[config.mk]
export PLATFORM = sky130hd
export DESIGN_NAME = sar_adc_ctrl
export DESIGN_NICKNAME = d
export VERILOG_FILES = /design/src/rtl/sar_adc_ctrl.sv
export SDC_FILE = /design/constraint.sdc
export NUM_CORES = 1
export LEC_CHECK = 0
export CAP_MARGIN = 15
export CORE_MARGIN = 8
export CORE_UTILIZATION = 54
export DETAILED_ROUTE_END_ITERATION = 8
export PLACE_DENSITY_LB_ADDON = 0.3
export SETUP_SLACK_MARGIN = 0.15
export SLEW_MARGIN = 20
export SYNTH_ARGS = -nofsm -noshare
export SYNTH_HDL_FRONTEND = slang
export SYNTH_SLANG_ARGS = --single-unit
export TNS_END_PERCENT = 20
[constraint.sdc]
create_clock -name wb_clk_i -period 2.4 [get_ports wb_clk_i]
set_input_delay 0.48 -clock wb_clk_i [delete_from_list [all_inputs] [get_ports wb_clk_i]]
set_output_delay 0.48 -clock wb_clk_i [all_outputs]
set_load 0.02 [all_outputs]
[src/rtl/sar_adc_ctrl.sv]
// Successive-approximation ADC controller: drives the DAC/track-hold around an
// analog comparator and resolves one result bit per settle+decide trial.
module sar_adc_ctrl #(
  parameter int NBITS      = 8,
  parameter int SAMPLE_CYC = 4,
  parameter int SETTLE_CYC = 4
) (
  input  logic             wb_clk_i,
  input  logic             resetb,
  input  logic             start_i,
  input  logic             cont_i,
  input  logic             abort_i,
  input  logic             cmp_i,
  output logic             cmp_en_o,
  output logic             sample_o,
  output logic [NBITS-1:0] dac_o,
  output logic             busy_o,
  output logic [NBITS-1:0] data_o,
  output logic             valid_o
);

  localparam int BPW = (NBITS > 1) ? $clog2(NBITS) : 1;
  localparam logic [7:0]       SAMPLE_LOAD = 8'(SAMPLE_CYC - 1);
  localparam logic [7:0]       SETTLE_LOAD = 8'(SETTLE_CYC - 1);
  localparam logic [NBITS-1:0] MSB_CODE    = {1'b1, {(NBITS-1){1'b0}}};
  localparam logic [BPW-1:0]   TOP_BIT     = BPW'(NBITS - 1);

  typedef enum logic [2:0] {IDLE, SAMPLE, SETTLE, DECIDE, DONE} state_t;

  state_t           state_reg;
  logic [7:0]       cnt_reg;
  logic [BPW-1:0]   bitptr_reg;
  logic             cmp_meta_reg;
  logic             cmp_s_reg;
  logic [NBITS-1:0] bit_mask;
  logic [NBITS-1:0] decided;

  // cmp_i is asynchronous to wb_clk_i; only the synchronized copy is used.
  always_ff @(posedge wb_clk_i or negedge resetb) begin
    if (!resetb) begin
      cmp_meta_reg <= 1'b0;
      cmp_s_reg    <= 1'b0;
    end else begin
      cmp_meta_reg <= cmp_i;
      cmp_s_reg    <= cmp_meta_reg;
    end
  end

  assign bit_mask = NBITS'(1) << bitptr_reg;
  assign decided  = cmp_s_reg ? dac_o : (dac_o & ~bit_mask);

  always_ff @(posedge wb_clk_i or negedge resetb) begin
    if (!resetb) begin
      state_reg  <= IDLE;
      cnt_reg    <= '0;
      bitptr_reg <= '0;
      cmp_en_o   <= 1'b0;
      sample_o   <= 1'b0;
      dac_o      <= '0;
      busy_o     <= 1'b0;
      data_o     <= '0;
      valid_o    <= 1'b0;
    end else begin
      valid_o <= 1'b0;
      if (abort_i && state_reg != IDLE) begin
        state_reg <= IDLE;
        dac_o     <= '0;
        sample_o  <= 1'b0;
        busy_o    <= 1'b0;
        cmp_en_o  <= 1'b0;
      end else begin
        case (state_reg)
          IDLE: begin
            // a simultaneous abort cancels the request
            if (start_i && !abort_i) begin
              state_reg <= SAMPLE;
              cnt_reg   <= SAMPLE_LOAD;
              sample_o  <= 1'b1;
              cmp_en_o  <= 1'b1;
              busy_o    <= 1'b1;
              dac_o     <= '0;
            end
          end
          SAMPLE: begin
            if (cnt_reg == 8'd0) begin
              state_reg  <= SETTLE;
              sample_o   <= 1'b0;
              dac_o      <= MSB_CODE;
              bitptr_reg <= TOP_BIT;
              cnt_reg    <= SETTLE_LOAD;
            end else begin
              cnt_reg <= cnt_reg - 8'd1;
            end
          end
          SETTLE: begin
            if (cnt_reg == 8'd0) begin
              state_reg <= DECIDE;
            end else begin
              cnt_reg <= cnt_reg - 8'd1;
            end
          end
          DECIDE: begin
            if (bitptr_reg != '0) begin
              dac_o      <= decided | (bit_mask >> 1);
              bitptr_reg <= bitptr_reg - BPW'(1);
              cnt_reg    <= SETTLE_LOAD;
              state_reg  <= SETTLE;
            end else begin
              dac_o     <= decided;
              state_reg <= DONE;
            end
          end
          DONE: begin
            data_o  <= dac_o;
            valid_o <= 1'b1;
            if (cont_i) begin
              state_reg <= SAMPLE;
              cnt_reg   <= SAMPLE_LOAD;
              sample_o  <= 1'b1;
              dac_o     <= '0;
            end else begin
              state_reg <= IDLE;
              busy_o    <= 1'b0;
              cmp_en_o  <= 1'b0;
            end
          end
          default: begin
            state_reg <= IDLE;
            busy_o    <= 1'b0;
            cmp_en_o  <= 1'b0;
            sample_o  <= 1'b0;
          end
        endcase
      end
    end
  end

endmodule

Word-level counts from Yosys, hierarchy flattened

Index checks and enable logic that the tools add are counted.

Register bits after elaboration: 35
Bits of input ports: 6
Output and inout port bits: 20
Logic and storage cells: 85

Add/subtract/negate cells: 2
Eq/ne operators: 16
Shift operators: 1
Multiplexer cells: 33
Bitwise gates (word level): 4
Reductions and logical operators: 19

Operator list:

| kind                                              | number |
|---|---|
| two-way mux 8 bit                                 | 11 |
| one-hot mux 8 bit (5 select lines)                | 1 |
| one-hot mux 8 bit (4 select lines)                | 1 |
| two-way mux 3 bit                                 | 7 |
| != test 3 bit (second input constant)             | 5 |
| one-hot mux 3 bit (5 select lines)                | 1 |
| AND reduction 4 bit                               | 3 |
| != test 2 bit (second input constant)             | 5 |
| nonzero test 5 bit                                | 2 |
| two-way mux 1 bit                                 | 9 |
| bitwise AND 8 bit                                 | 1 |
| logical NOT 8 bit                                 | 1 |
| inverter 8 bit                                    | 1 |
| bitwise OR 8 x 7 -> 8 bit                         | 1 |
| left shift 1 x 3 -> 8 bit (first input constant)  | 1 |
| subtractor 8 x 1 -> 8 bit (second input constant) | 1 |
| == test 3 x 2 -> 1 bit (second input constant)    | 2 |
| one-hot mux 3 bit (2 select lines)                | 1 |
| AND reduction 3 bit                               | 2 |
| AND reduction 6 bit                               | 1 |
| nonzero test 3 bit                                | 2 |
| != test 2 x 1 -> 1 bit (second input constant)    | 2 |
| one-hot mux 1 bit (4 select lines)                | 1 |
| == test 3 x 1 -> 1 bit (second input constant)    | 1 |
| 11 further kinds                                  | 12 |

Depth between registers and ports, before layout

Depth after elaboration: 8
Mapped depth: 7
Depth with buffers taken out: 7

Worst setup path after synthesis

Ideal clock, no wire load.

Path kind: reg2reg
Start: register cnt_reg[0]
End: register dac_o[2]
Setup time: 126 ps
Arrival: 1875 ps
Setup slack: 399 ps
Stages on the path, launching flop included: 8
Buffers on the path: 0
Period minus slack after synthesis: 2001 ps
Path through: dfrtp_1 -> inv_1 -> ha_1 -> or3b_2 -> nor2_4 -> a2111o_2 -> nand3_2 -> a221o_1

Longest elaborated chain between the ends: 3

Ends and longest elaborated chain:

| item                          | RTL line | text |
|---|---|---|
| start, declared               | 31       | `logic [7:0] cnt_reg;` |
| start signal, assigned        | 92       | `cnt_reg <= cnt_reg - 8'd1;` |
| start signal, assigned        | 99       | `cnt_reg <= cnt_reg - 8'd1;` |
| logical NOT 8 bit             | 85       | `if (cnt_reg == 8'd0) begin` |
| != test 3 bit (no line)       | -        |  |
| AND reduction 4 bit (no line) | -        |  |
| end signal, assigned          | 104      | `dac_o <= decided \| (bit_mask >> 1);` |
| end signal, assigned          | 109      | `dac_o <= decided;` |
| end, declared                 | 16       | `output logic [NBITS-1:0] dac_o,` |

Every way passes these cells.
A chain may end at the register's enable or synchronous reset.

Final worst setup path

Start: register cnt_reg[0]
End: register dac_o[0]

The elaborated chain is that of the path after synthesis.

==> metrics.md <==
| Metric | Value |
|---|---|
| Status | finished clean |
| Post-synth cell types | 54 |
| Clock skew | 0.00704 ns |
| GRT overflow | 0 |
| Crit share post-route | 0.903 |
| H-tree depth | 2 |
| Post-Synthesis Cell Area | 1960 um^2 |
| TritonCTS clock tree | done |
| Syn. warnings | 0 |
| Die Area | 5810 um^2 |
| Clock root cell | clkbuf_4 |
| CP Max Fanout | 6 |
| PwrDens | 879 nW/um^2 |
| WL per Instance | 15.1 um |
| DP HPWL | 3160 um |
| Buf/Inv on CP | 1 |
| Worst-path cell chain | inv_1, ha_1, or3b_2, nor2_4, a2111o_2, nand3_2, a221o_1 |
| Die Y | 76.3 um |
| Max-cap viol count | 0 |
| Via count | 1,670 |
| ANT cells | 0 |
| DRC Markers | 0 |
| CTS sink cnt | 35 |
| IO Port Bufs | 25 |
| Top FF cell, synth | dfrtp_1 |
| Critical path's top delay family | simple AND/OR/NAND/NOR gates |
| Routability cong. | 0.893 |
| IO Count | 26 |
| Longest Clk Path Bufs | 2 |
| Final TNS setup | 0 ns |
| Largest net degree at the start of global routing | 36 |
| Share of cells above drive strength 1 | 0.132 |
| First-pass DRT Iterations | 4 |
| Starting Density | 0.548 |
| Number of flops mapped to enable cells by yosys | 0 |
| Slew Limit Fails | 0 |
| Fin nets | 247 |
| Iteration-0 DRC Markers | 104 |
| Worst min path class | reg -> reg |
| Tmin final | 2.17 ns |
| Final Hold Violating Endpoints | 0 |
| Setup violations, final | 0 |
| Most frequent cells in the layout | 34 x dfrtp_1, 25 x clkdlybuf4s50_1, 17 x nand2_1 |
| Ys async rst share | 1.00 |
| Slew Limit Headroom | 0.718 |
| Worst skew pair latency | 0.33 ns |
| Post-synth net total | 211 |
| Vias in the first global route | 1,704 |
| Worst path max stage delay | 0.52 ns |
| Post-Route WL | 4250 um |
| TritonCTS Buffers | 5 |
| Core area | 3580 um^2 |
| Worst Setup Start Kind | register |
| Worst vdd ir | 0.564 mV |
| Overall Global Routing Usage | 0.151 |
| Mapped Avg Cell Area | 9.90 um^2 |
| Syn Inst Count | 198 |
| Worst setup EP type | register |
| Fmax | 0.462 GHz |
| Critical Setup Path Class | reg -> reg |
| WP data required | 2.62 ns |
| Final worst setup slack | 0.234 ns |
| Worst-path clk slew | 0.10 ns |
| Initial antenna violation count | 0 |
| Remaining antenna violation count after routing | 0 |
| First-pass GRT wire length | 7490 um |
| Leak pwr | 1.13 nW |
| Slowest library cell on the worst path | or3b_2 |
| RSZ-0062 raised after global routing | false |
| Area Growth Syn to Fin | 22.5% |
| Die Wd | 76.3 um |
| Commonest non-fill, non-tap cell in the layout | dfrtp_1 |
| Vias per Instance | 5.92 |
| Num rows | 22 |
| Final hold slack | 0.356 ns |
| Count of state elements after synthesis | 35 |
| Worst slew pin tran | 0.424 ns |
| Data arrival, critical path | 2.39 ns |
| Sequential element share of the synthesized area | 0.447 |
| Dpl ws | 0.0584 ns |
[area by class of cell]
class                   instances  area (um^2)
clock buffers                   6         41.3
clock inverters                 1         30.0
fillers                       266         1180
inverters                      11         41.3
multi-input cells             143         1000
flip-flops and latches         35          877
well taps                      48         60.1
repair buffers                 38          348
[logic make-up (layout without fill, tap and decap cells)]
logic type | count (synthesis) | after routing | share of synthesized area
simple gates | 64 | 64 | 0.178
compound gates | 61 | 61 | 0.227
flops | 35 | 35 | 0.447
xor+xnor | 1 | 1 | 0.00447
fa+ha+maj | 7 | 7 | 0.0447
mux | 10 | 10 | 0.0568
buf+inv | 20 | 56 | 0.0428
[where the power goes]
group / total (mW) / internal, mW / switching [mW]
sequential: 0.825 / 0.701 / 0.124
clock: 0.396 / 0.215 / 0.182
combinational: 0.891 / 0.389 / 0.502
total: 2.11 / 1.30 / 0.807
[synthesized netlist by cell type, drive strengths merged, types with 2 or more instances]
master / instances / area, um^2
buf: 4 / 22.5
a31oi: 6 / 37.5
o211a: 4 / 40.0
a21o: 2 / 15.0
dfrtp: 35 / 876
a2bb2oi: 2 / 17.5
nand2: 17 / 63.8
inv: 11 / 41.3
nor2: 17 / 71.3
o31ai: 3 / 22.5
nor2b: 3 / 18.8
or4: 2 / 15.0
o21ai: 10 / 50.0
or2: 2 / 12.5
nor3: 4 / 25.0
nand3b: 3 / 22.5
a221o: 4 / 40.0
a21oi: 13 / 65.1
or3: 2 / 12.5
ha: 7 / 87.6
or3b: 3 / 26.3
a211o: 3 / 26.3
nand2b: 2 / 12.5
o311a: 2 / 20.0
and3: 4 / 25.0
clkbuf: 5 / 20.0
mux2: 9 / 101
[timing repair]
action                     4_1_cts  5_1_grt
setup endpoints to repair        0        3
buffers inserted                 0        2
gates resized for setup          0        2
hold buffers                     0        0
[worst register-to-register path: stages, from the launching register on]
cell	delay, ns
dfrtp_2	0.45
inv_1	0.09
ha_1	0.17
or3b_2	0.52
nor2_4	0.15
a2111o_2	0.19
nand3_2	0.11
a221o_1	0.38
[per-layer routing]
| metal | wire, um | vias to the layer above | global-route usage |
|---|---|---|---|
| met4 | 52 | 0 | 0.0596 |
| met2 | 2130 | 46 | 0.262 |
| met5 | 0 | - | 0 |
| met3 | 270 | 8 | 0.0495 |
| met1 | 1800 | 815 | 0.165 |
| li1 | - | 801 | - |
[stage by stage]
step | power, mW | utilization | instances | area [um^2]
final | 2.11 | 0.671 | 282 | 2400
after global routing | 2.26 | 0.671 | 282 | 2400
after CTS | 2.10 | 0.666 | 280 | 2380
after detailed placement | 1.69 | 0.646 | 273 | 2310
after global placement | 1.66 | 0.646 | 273 | 2310
after floorplan | 1.42 | - | 198 | 1960
[final timing paths]
path,from,endpoint,slack [ns],cells past startpoint
min,cmp_meta_reg$_DFF_PN0_,cmp_s_reg$_DFF_PN0_,0.36,0
max reg2reg,cnt_reg[0]$_DFFE_PN0P_,dac_o[0]$_DFFE_PN0P_,0.23,7
max in group asynchronous,resetb,cnt_reg[0]$_DFFE_PN0P_,1.53,2
min in group asynchronous,resetb,sample_o$_DFFE_PN0P_,0.55,2
min reg2reg,cmp_meta_reg$_DFF_PN0_,cmp_s_reg$_DFF_PN0_,0.36,0
max,cnt_reg[0]$_DFFE_PN0P_,dac_o[0]$_DFFE_PN0P_,0.23,7
Power figures use the tool's default switching activity.
